==> config.mk <==
export PLATFORM = sky130hd
export DESIGN_NAME = mem_store_buffer_flat
export DESIGN_NICKNAME = d
export VERILOG_FILES = /design/src/rtl/mem_store_buffer_pkg.sv /design/src/rtl/mem_store_buffer_if.sv /design/src/rtl/mem_store_buffer_fifo.sv /design/src/rtl/mem_store_buffer.sv /design/src/flat_wrapper.sv
export SDC_FILE = /design/constraint.sdc
export NUM_CORES = 1
export LEC_CHECK = 0
export CAP_MARGIN = 5
export CORE_ASPECT_RATIO = 0.9
export CORE_UTILIZATION = 58
export DETAILED_ROUTE_END_ITERATION = 10
export PLACE_DENSITY = 0.94
export SKIP_LAST_GASP = 1
export SLEW_MARGIN = 20
export SYNTH_ARGS = -nofsm -noshare
export SYNTH_HDL_FRONTEND = slang
export SYNTH_SLANG_ARGS = --single-unit
==> constraint.sdc <==
create_clock -name clk -period 5.25 [get_ports clk]
set_input_delay 1.3125 -clock clk [delete_from_list [all_inputs] [get_ports clk]]
set_output_delay 1.3125 -clock clk [all_outputs]
set_load 0.005 [all_outputs]
==> src/rtl/mem_store_buffer_pkg.sv <==
// mem_pkg: shared widths, buffer entry and port-state types for the store buffer.
package mem_pkg;
  localparam int ADDR_W = 18;
  localparam int DATA_W = 32;
  typedef struct packed {
    logic [ADDR_W-1:0] addr;
    logic [DATA_W-1:0] data;
    logic              byte_op;
  } sb_entry_t;
  typedef enum logic [1:0] {ST_IDLE, ST_LOAD, ST_DRAIN} port_state_t;
endpackage

==> src/rtl/mem_store_buffer_if.sv <==
// mem_store_buffer_if: CPU request side and memory_block side of the store buffer.
interface mem_store_buffer_if;
  import mem_pkg::*;
  logic              cpu_req_valid;
  logic              cpu_req_ready;
  logic              cpu_write;
  logic              cpu_byte;
  logic [ADDR_W-1:0] cpu_addr;
  logic [DATA_W-1:0] cpu_wdata;
  logic              cpu_rvalid;
  logic [DATA_W-1:0] cpu_rdata;
  logic              port_busy;
  logic              byteOperations;
  logic [ADDR_W-1:0] address;
  logic [DATA_W-1:0] write_data;
  logic              memRead;
  logic              memWrite;
  logic [DATA_W-1:0] read_data;
  logic              empty;
  modport slave (
    input  cpu_req_valid, cpu_write, cpu_byte, cpu_addr, cpu_wdata, port_busy, read_data,
    output cpu_req_ready, cpu_rvalid, cpu_rdata, byteOperations, address, write_data,
           memRead, memWrite, empty
  );
  modport master (
    output cpu_req_valid, cpu_write, cpu_byte, cpu_addr, cpu_wdata, port_busy, read_data,
    input  cpu_req_ready, cpu_rvalid, cpu_rdata, byteOperations, address, write_data,
           memRead, memWrite, empty
  );
endinterface

==> src/rtl/mem_store_buffer_fifo.sv <==
// sb_fifo: circular store storage with head/tail/count and newest-entry load lookup.
module sb_fifo
  import mem_pkg::*;
#(
  parameter int DEPTH = 4
) (
  input  logic                     clk,
  input  logic                     reset,
  input  logic                     i_push,
  input  logic                     i_pop,
  input  sb_entry_t                i_entry,
  input  logic [ADDR_W-1:0]        i_lk_addr,
  input  logic                     i_lk_byte,
  output sb_entry_t                o_head,
  output logic [$clog2(DEPTH):0]   o_count,
  output logic                     o_hit,
  output logic                     o_conflict,
  output logic [DATA_W-1:0]        o_fwd_data
);
  localparam int PW = $clog2(DEPTH);
  sb_entry_t r_mem [DEPTH];
  logic [PW-1:0] r_head, r_tail, w_idx;
  logic [PW:0]   r_count;
  logic          w_found;
  always_ff @(posedge clk) begin
    if (reset) begin
      r_head  <= '0;
      r_tail  <= '0;
      r_count <= '0;
    end else begin
      r_tail  <= i_push ? r_tail + 1'b1 : r_tail;
      r_head  <= i_pop ? r_head + 1'b1 : r_head;
      r_count <= r_count + {{PW{1'b0}}, i_push} - {{PW{1'b0}}, i_pop};
    end
  end
  always_ff @(posedge clk)
    if (i_push && !reset) r_mem[r_tail] <= i_entry;
  // walk oldest to newest so the newest same-word entry has the final say
  always_comb begin
    w_found    = 1'b0;
    w_idx      = r_head;
    o_hit      = 1'b0;
    o_fwd_data = '0;
    for (int k = 0; k < DEPTH; k++) begin
      w_idx = r_head + PW'(k);
      if ((PW+1)'(k) < r_count && r_mem[w_idx].addr[ADDR_W-1:2] == i_lk_addr[ADDR_W-1:2]) begin
        w_found    = 1'b1;
        o_hit      = r_mem[w_idx].addr == i_lk_addr && r_mem[w_idx].byte_op == i_lk_byte;
        o_fwd_data = i_lk_byte ? {{(DATA_W-8){1'b0}}, r_mem[w_idx].data[7:0]} : r_mem[w_idx].data;
      end
    end
    o_conflict = w_found & ~o_hit;
  end
  assign o_head  = r_mem[r_head];
  assign o_count = r_count;
endmodule

==> src/rtl/mem_store_buffer.sv <==
// mem_store_buffer: write-posting store buffer arbitrating loads and drains onto memory_block.
module mem_store_buffer
  import mem_pkg::*;
#(
  parameter int DEPTH = 4
) (
  input logic              clk,
  input logic              reset,
  mem_store_buffer_if.slave bus
);
  localparam int PW = $clog2(DEPTH);
  sb_entry_t         w_head, w_entry;
  logic [PW:0]       w_count;
  logic              w_hit, w_conflict, w_store, w_load, w_ready, w_miss, w_push, w_pop;
  logic              r_hit_rv;
  logic [DATA_W-1:0] w_fwd, r_rdata;
  port_state_t       r_state, w_next;
  assign w_store = bus.cpu_req_valid & bus.cpu_write;
  assign w_load  = bus.cpu_req_valid & ~bus.cpu_write;
  assign w_ready = bus.cpu_write ? ~w_count[PW] : w_hit | (~w_conflict & ~bus.port_busy);
  assign w_miss  = w_load & ~w_hit & ~w_conflict & ~bus.port_busy;
  assign w_push  = w_store & ~w_count[PW];
  assign w_pop   = w_next == ST_DRAIN;
  assign w_entry = '{addr: bus.cpu_addr, data: bus.cpu_wdata, byte_op: bus.cpu_byte};
  sb_fifo #(.DEPTH(DEPTH)) u_fifo (
    .clk        (clk),
    .reset      (reset),
    .i_push     (w_push),
    .i_pop      (w_pop),
    .i_entry    (w_entry),
    .i_lk_addr  (bus.cpu_addr),
    .i_lk_byte  (bus.cpu_byte),
    .o_head     (w_head),
    .o_count    (w_count),
    .o_hit      (w_hit),
    .o_conflict (w_conflict),
    .o_fwd_data (w_fwd)
  );
  always_ff @(posedge clk)
    r_state <= reset ? ST_IDLE : w_next;
  // reset masks the port decision so a pending drain never reaches memory
  always_comb
    w_next = reset ? ST_IDLE :
             w_miss ? ST_LOAD :
             (~bus.port_busy && w_count != '0) ? ST_DRAIN : ST_IDLE;
  always_comb begin
    bus.cpu_req_ready  = w_ready;
    bus.memRead        = w_next == ST_LOAD;
    bus.memWrite       = w_next == ST_DRAIN;
    bus.address        = w_next == ST_LOAD ? bus.cpu_addr : w_next == ST_DRAIN ? w_head.addr : '0;
    bus.write_data     = w_next == ST_DRAIN ? w_head.data : '0;
    bus.byteOperations = w_next == ST_LOAD ? bus.cpu_byte : w_next == ST_DRAIN & w_head.byte_op;
    bus.empty          = w_count == '0;
    bus.cpu_rvalid     = r_hit_rv | (r_state == ST_LOAD);
    bus.cpu_rdata      = r_rdata;
  end
  always_ff @(posedge clk) begin
    if (reset) begin
      r_hit_rv <= 1'b0;
      r_rdata  <= '0;
    end else begin
      r_hit_rv <= w_load & w_hit;
      r_rdata  <= (w_load & w_hit) ? w_fwd : w_next == ST_LOAD ? bus.read_data : r_rdata;
    end
  end
endmodule

==> src/flat_wrapper.sv <==
// flat-port wrapper written by rule: the top's interface ports become plain ports
module mem_store_buffer_flat import mem_pkg::*;
#(
  parameter int DEPTH = 4
)
  (clk, reset, bus_cpu_req_valid, bus_cpu_write, bus_cpu_byte, bus_cpu_addr, bus_cpu_wdata, bus_port_busy, bus_read_data, bus_cpu_req_ready, bus_cpu_rvalid, bus_cpu_rdata, bus_byteOperations, bus_address, bus_write_data, bus_memRead, bus_memWrite, bus_empty);
  mem_store_buffer_if bus_i ();
  input logic clk;
  input logic reset;
  input wire logic [$bits(bus_i.cpu_req_valid)-1:0] bus_cpu_req_valid;
  input wire logic [$bits(bus_i.cpu_write)-1:0] bus_cpu_write;
  input wire logic [$bits(bus_i.cpu_byte)-1:0] bus_cpu_byte;
  input wire logic [$bits(bus_i.cpu_addr)-1:0] bus_cpu_addr;
  input wire logic [$bits(bus_i.cpu_wdata)-1:0] bus_cpu_wdata;
  input wire logic [$bits(bus_i.port_busy)-1:0] bus_port_busy;
  input wire logic [$bits(bus_i.read_data)-1:0] bus_read_data;
  output wire logic [$bits(bus_i.cpu_req_ready)-1:0] bus_cpu_req_ready;
  output wire logic [$bits(bus_i.cpu_rvalid)-1:0] bus_cpu_rvalid;
  output wire logic [$bits(bus_i.cpu_rdata)-1:0] bus_cpu_rdata;
  output wire logic [$bits(bus_i.byteOperations)-1:0] bus_byteOperations;
  output wire logic [$bits(bus_i.address)-1:0] bus_address;
  output wire logic [$bits(bus_i.write_data)-1:0] bus_write_data;
  output wire logic [$bits(bus_i.memRead)-1:0] bus_memRead;
  output wire logic [$bits(bus_i.memWrite)-1:0] bus_memWrite;
  output wire logic [$bits(bus_i.empty)-1:0] bus_empty;
  assign bus_i.cpu_req_valid = bus_cpu_req_valid;
  assign bus_i.cpu_write = bus_cpu_write;
  assign bus_i.cpu_byte = bus_cpu_byte;
  assign bus_i.cpu_addr = bus_cpu_addr;
  assign bus_i.cpu_wdata = bus_cpu_wdata;
  assign bus_i.port_busy = bus_port_busy;
  assign bus_i.read_data = bus_read_data;
  assign bus_cpu_req_ready = bus_i.cpu_req_ready;
  assign bus_cpu_rvalid = bus_i.cpu_rvalid;
  assign bus_cpu_rdata = bus_i.cpu_rdata;
  assign bus_byteOperations = bus_i.byteOperations;
  assign bus_address = bus_i.address;
  assign bus_write_data = bus_i.write_data;
  assign bus_memRead = bus_i.memRead;
  assign bus_memWrite = bus_i.memWrite;
  assign bus_empty = bus_i.empty;
  mem_store_buffer #(.DEPTH(DEPTH)) u_core (.clk(clk), .reset(reset), .bus(bus_i));
endmodule
==> key figures <==
Critical path
  • Start of the worst register-to-register path: u_core.u_fifo.r_head[0]$_SDFFE_PP0P_
  • Endpoint class of the critical path: output pin
  • Max FO, Critical Path: 7
  • Worst Setup Start Kind: register
  • Worst path arrival time: roughly 4.5 ns
  • Largest stage delay, worst path: around 0.6 ns
  • Worst reg2reg endpoint: u_core.u_fifo.o_count[2]$_SDFF_PP0_
  • Worst Path Required: 3.94 ns
  • Crit-path slowest cell: or4_4
  • R2r setup slk: ~0.26 ns
  • Most used cell, CP: buf_12
  • Reg2Reg Depth: 20
  • Worst Setup Path Type: register to output pin
  • Crit path cell chain: buf_12, buf_4, mux2i_1, o21ai_0, nor4_2, nor2_1, or4_4, nand4b_4, buf_12, buf_12, and3_4, clkdlybuf4s50_1

Routing
  • Via/cell ratio: 7.36
  • Total vias in the final route: between 10000 and 15000
  • DR pass1 iterations: 7
  • Routed len/inst: around 30 µm
  • Routed wire length: 54900 µm
  • # DRC: 0
  • Iter 0 DRT Violations: 2308
  • ANT nets after route: 0

Place
  • Post-DP HPWL: 28700 µm
  • Port Buffers: 175
  • Global placer's final weighted congestion: 0.913
  • Post-Place Cell Area: around 0.018 mm²
  • Worst slack, placed: -0.518 ns
  • DP Cell Count: 1707

Synth
  • Adder-cell share of the synthesized area: 0.765%
  • Mux share of post-synthesis cell area: 26.8%
  • Synth Register Bits: 248
  • Synth top area share: between 30% and 40%
  • Complex-gate fraction of the synthesized area: 10.8%
  • Post-Synthesis Cells: 1205
  • Syn avg cell area: 13.0 µm²
  • Yosys top cell by area: edfxtp_1
  • Number of flops mapped to enable cells by yosys: 204
  • Seq/Total Area, Yosys: between 40% and 50%
  • Syn Nets: roughly 1300
  • Cell area after synthesis: 0.0157 mm²
  • Area contributors post-synth: edfxtp_1, mux4_2, dfxtp_1
  • Synth unique cells: 60
  • Most used DFF post-synth: edfxtp_1
  • Asr flop ratio synth: 0%
  • Synth Area in XOR/XNOR: 4.74%
  • Yosys warns: 0
  • Synth Area in Simple Gates: between 8 and 9%
  • Largest family of logic cells by synthesized area: multiplexers

GRT
  • Largest net degree at the start of global routing: 71
  • GRT Residual Overflow: 0
  • First-pass GRT wire length: between 70000 and 80000 µm
  • M1 GR Usage: a little over two fifths
  • Vias in the first global route: 12800
  • Antenna violations before repair: 4
  • Global routing met2 resource utilization: 57.5%
  • M3 GR Usage: 7.28%
  • Total global-route track usage: around a third
  • Most Crowded Layer GR: met2

Floorplanning
  • Core area: roughly 0.026 mm²
  • Area of the die: around 0.028 mm²
  • I/O pin total: roughly 180
  • Die span in y: 158 µm
  • Die Width: 175 µm
  • Starting density of the core: 59.6%
  • Std-Cell Rows: 56

Timing
  • Rel. slew slack: 34.7%
  • PnR worst setup slack: -0.518 ns
  • Crit share post-route: 110%
  • Fin. max-slew vios: 0
  • Slew @ Worst Pin: ~1 ns
  • Final setup fails: 54
  • Hold Vio Cnt, Final: 0
  • Unrepaired setup endpoints after global routing: true
  • Hold slack: 0.598 ns
  • Crit path time final: around 5.8 ns
  • Worst Skew: 0.0201 ns
  • FMAX: 173 MHz

Cells and area
  • Final core utilization: 76.3%
  • Fillers: about 1400
  • Post-route cell area: 0.0201 mm²
  • Nets: roughly 1600
  • Area of the multi-input gates: 0.00836 mm²
  • Share of layout cells above drive strength 1: roughly a third
  • Cell Count, Final, Fillers Out: 1825
  • Layout area overhead: 28.0%
  • Register area: approximately 0.0070 mm²

Hold path
  • Worst Hold Path EP: u_core.u_fifo.r_tail[1]$_SDFFE_PP0P_
  • Hold Path Stages: 2
  • Hold path start: u_core.u_fifo.r_tail[1]$_SDFFE_PP0P_
  • Hold WC Path Type: register to register

Clock tree
  • CTS H-Tree Depth: 1
  • CTS buffer count: 27
  • Clk Latency, worst-skew pair: ~0.56 ns
  • Clock Path Buffers: 3
  • CTS root buf: clkbuf_16
  • Clock Sinks: ~250
  • CTS tree: done
  • CTS clk-pin slew, worst paths: 0.07 ns

Pwr
  • Leak pwr: 0.00722 µW
  • Worst VDD drop: 296 µV
  • Pwr dens: 285 mW/mm²

Run status
  • Violated checks: setup timing
  • Outcome: complete, but fails checks

Flow run
  • Number of max-cap violations: 0
[worst max-delay path by stage]
stage / startpoint / end / slack [ns] / cells past startpoint
4_1_cts: u_core.u_fifo.r_head[0]$_SDFFE_PP0P_ / bus_byteOperations / -0.14 / 11
3_3_place_gp: bus_cpu_addr[8] / bus_byteOperations / -0.47 / 10
2_1_floorplan: bus_cpu_addr[13] / bus_address[11] / 0.19 / 11
5_1_grt: u_core.u_fifo.r_head[0]$_SDFFE_PP0P_ / bus_write_data[29] / -0.51 / 12
3_5_place_dp: bus_cpu_addr[5] / bus_address[2] / -0.52 / 11
6_report: u_core.u_fifo.r_head[0]$_SDFFE_PP0P_ / bus_write_data[29] / -0.52 / 12
[metrics by stage]
step / TNS (ns) / power (µW)
5_1_grt: -16.90 / 5850
6_report: -17.06 / 5720
3_3_place_gp: -22.16 / 3490
4_1_cts: -2.38 / 5500
3_5_place_dp: -23.80 / 3540
2_1_floorplan: 0 / 3100
[registers in the layout (all words and copies together) (netlist names), named ones only]
name                   flops
u_core.bus.cpu_rdata      32
u_core.r_hit_rv            1
u_core.u_fifo.o_count      3
u_core.u_fifo.r_head       2
u_core.r_state             2
u_core.u_fifo.r_tail       2
u_core.u_fifo.r_mem      204
[layout make-up]
type	count	area share, %
clock buffer	32	3.55
tap	348	2.17
inverter	13	0.268
sequential	248	34.9
antenna	3	0.0374
multi-input combinational	823	41.6
timing repair buffer	340	16.6
clock inverter	18	0.840
[cells by family after synthesis]
family          after synthesis
mux                         254
simple gates                256
flops                       248
xor+xnor                     85
fa+ha+maj                     9
compound gates              219
buf+inv                     134
[cell usage after synthesis, types with 34 or more instances]
library cell and number:
a211oi_1 53, and3_1 34, clkbuf_1 63, dfxtp_1 44, edfxtp_1 204, mux2_2 65
mux2i_1 63, mux4_2 123, nand2_1 46, nor2_1 82, o21ai_0 36, xnor2_1 70
[routing by layer]
metal	up-vias	share of wire (%)
li1	5228	-
met3	337	14
met2	1466	46
met4	4	6.8
met1	6400	33
met5	-	0.11
[repair_timing]
item                                    CTS  global route
endpoints found under the setup margin   54            54
hold buffers                              0             0
pin swaps                                 6            23
cloned                                    1             5
gates resized for setup                  94           104
buffers inserted                         26            37
[worst max-delay path: cells and delay by family, from the launching register on]
| family | cells | cell delay, ns |
|---|---|---|
| DFF | 1 | 0.44 |
| and+or+nand+nor | 5 | 1.49 |
| buffers and inverters | 5 | 1.09 |
| AOI/OAI and AO/OA | 1 | 0.42 |
| muxes | 1 | 0.44 |
[where the power goes]
part	internal, µW	switching (µW)
registers	2180	51.9
clock network	1120	826
logic	780	764
[layout by cell type, fill, tap and decap left out, types with 8 or more instances in the layout]
cell and n:
edfxtp_1 204, buf_12 13, xor2_1 14, mux2_2 65
mux4_2 126, clkbuf_16 32, a22o_1 15, nand2_1 45
o211a_1 8, a211oi_2 21, nor2_1 82, a21oi_1 10
a21o_1 26, xnor2_1 61, buf_6 14, buf_4 126
and2_1 25, dlygate4sd2_1 19, a211oi_1 52, a22oi_1 32
nand3_1 11, clkbuf_2 15, dlymetal6s2s_1 24, mux2i_1 60
and3_1 27, dfxtp_1 40, xnor2_2 8, o21ai_0 35
clkdlybuf4s50_1 107, nor3_1 15, ha_1 8, inv_1 11
No activity file was read; power rests on OpenSTA's default activity.
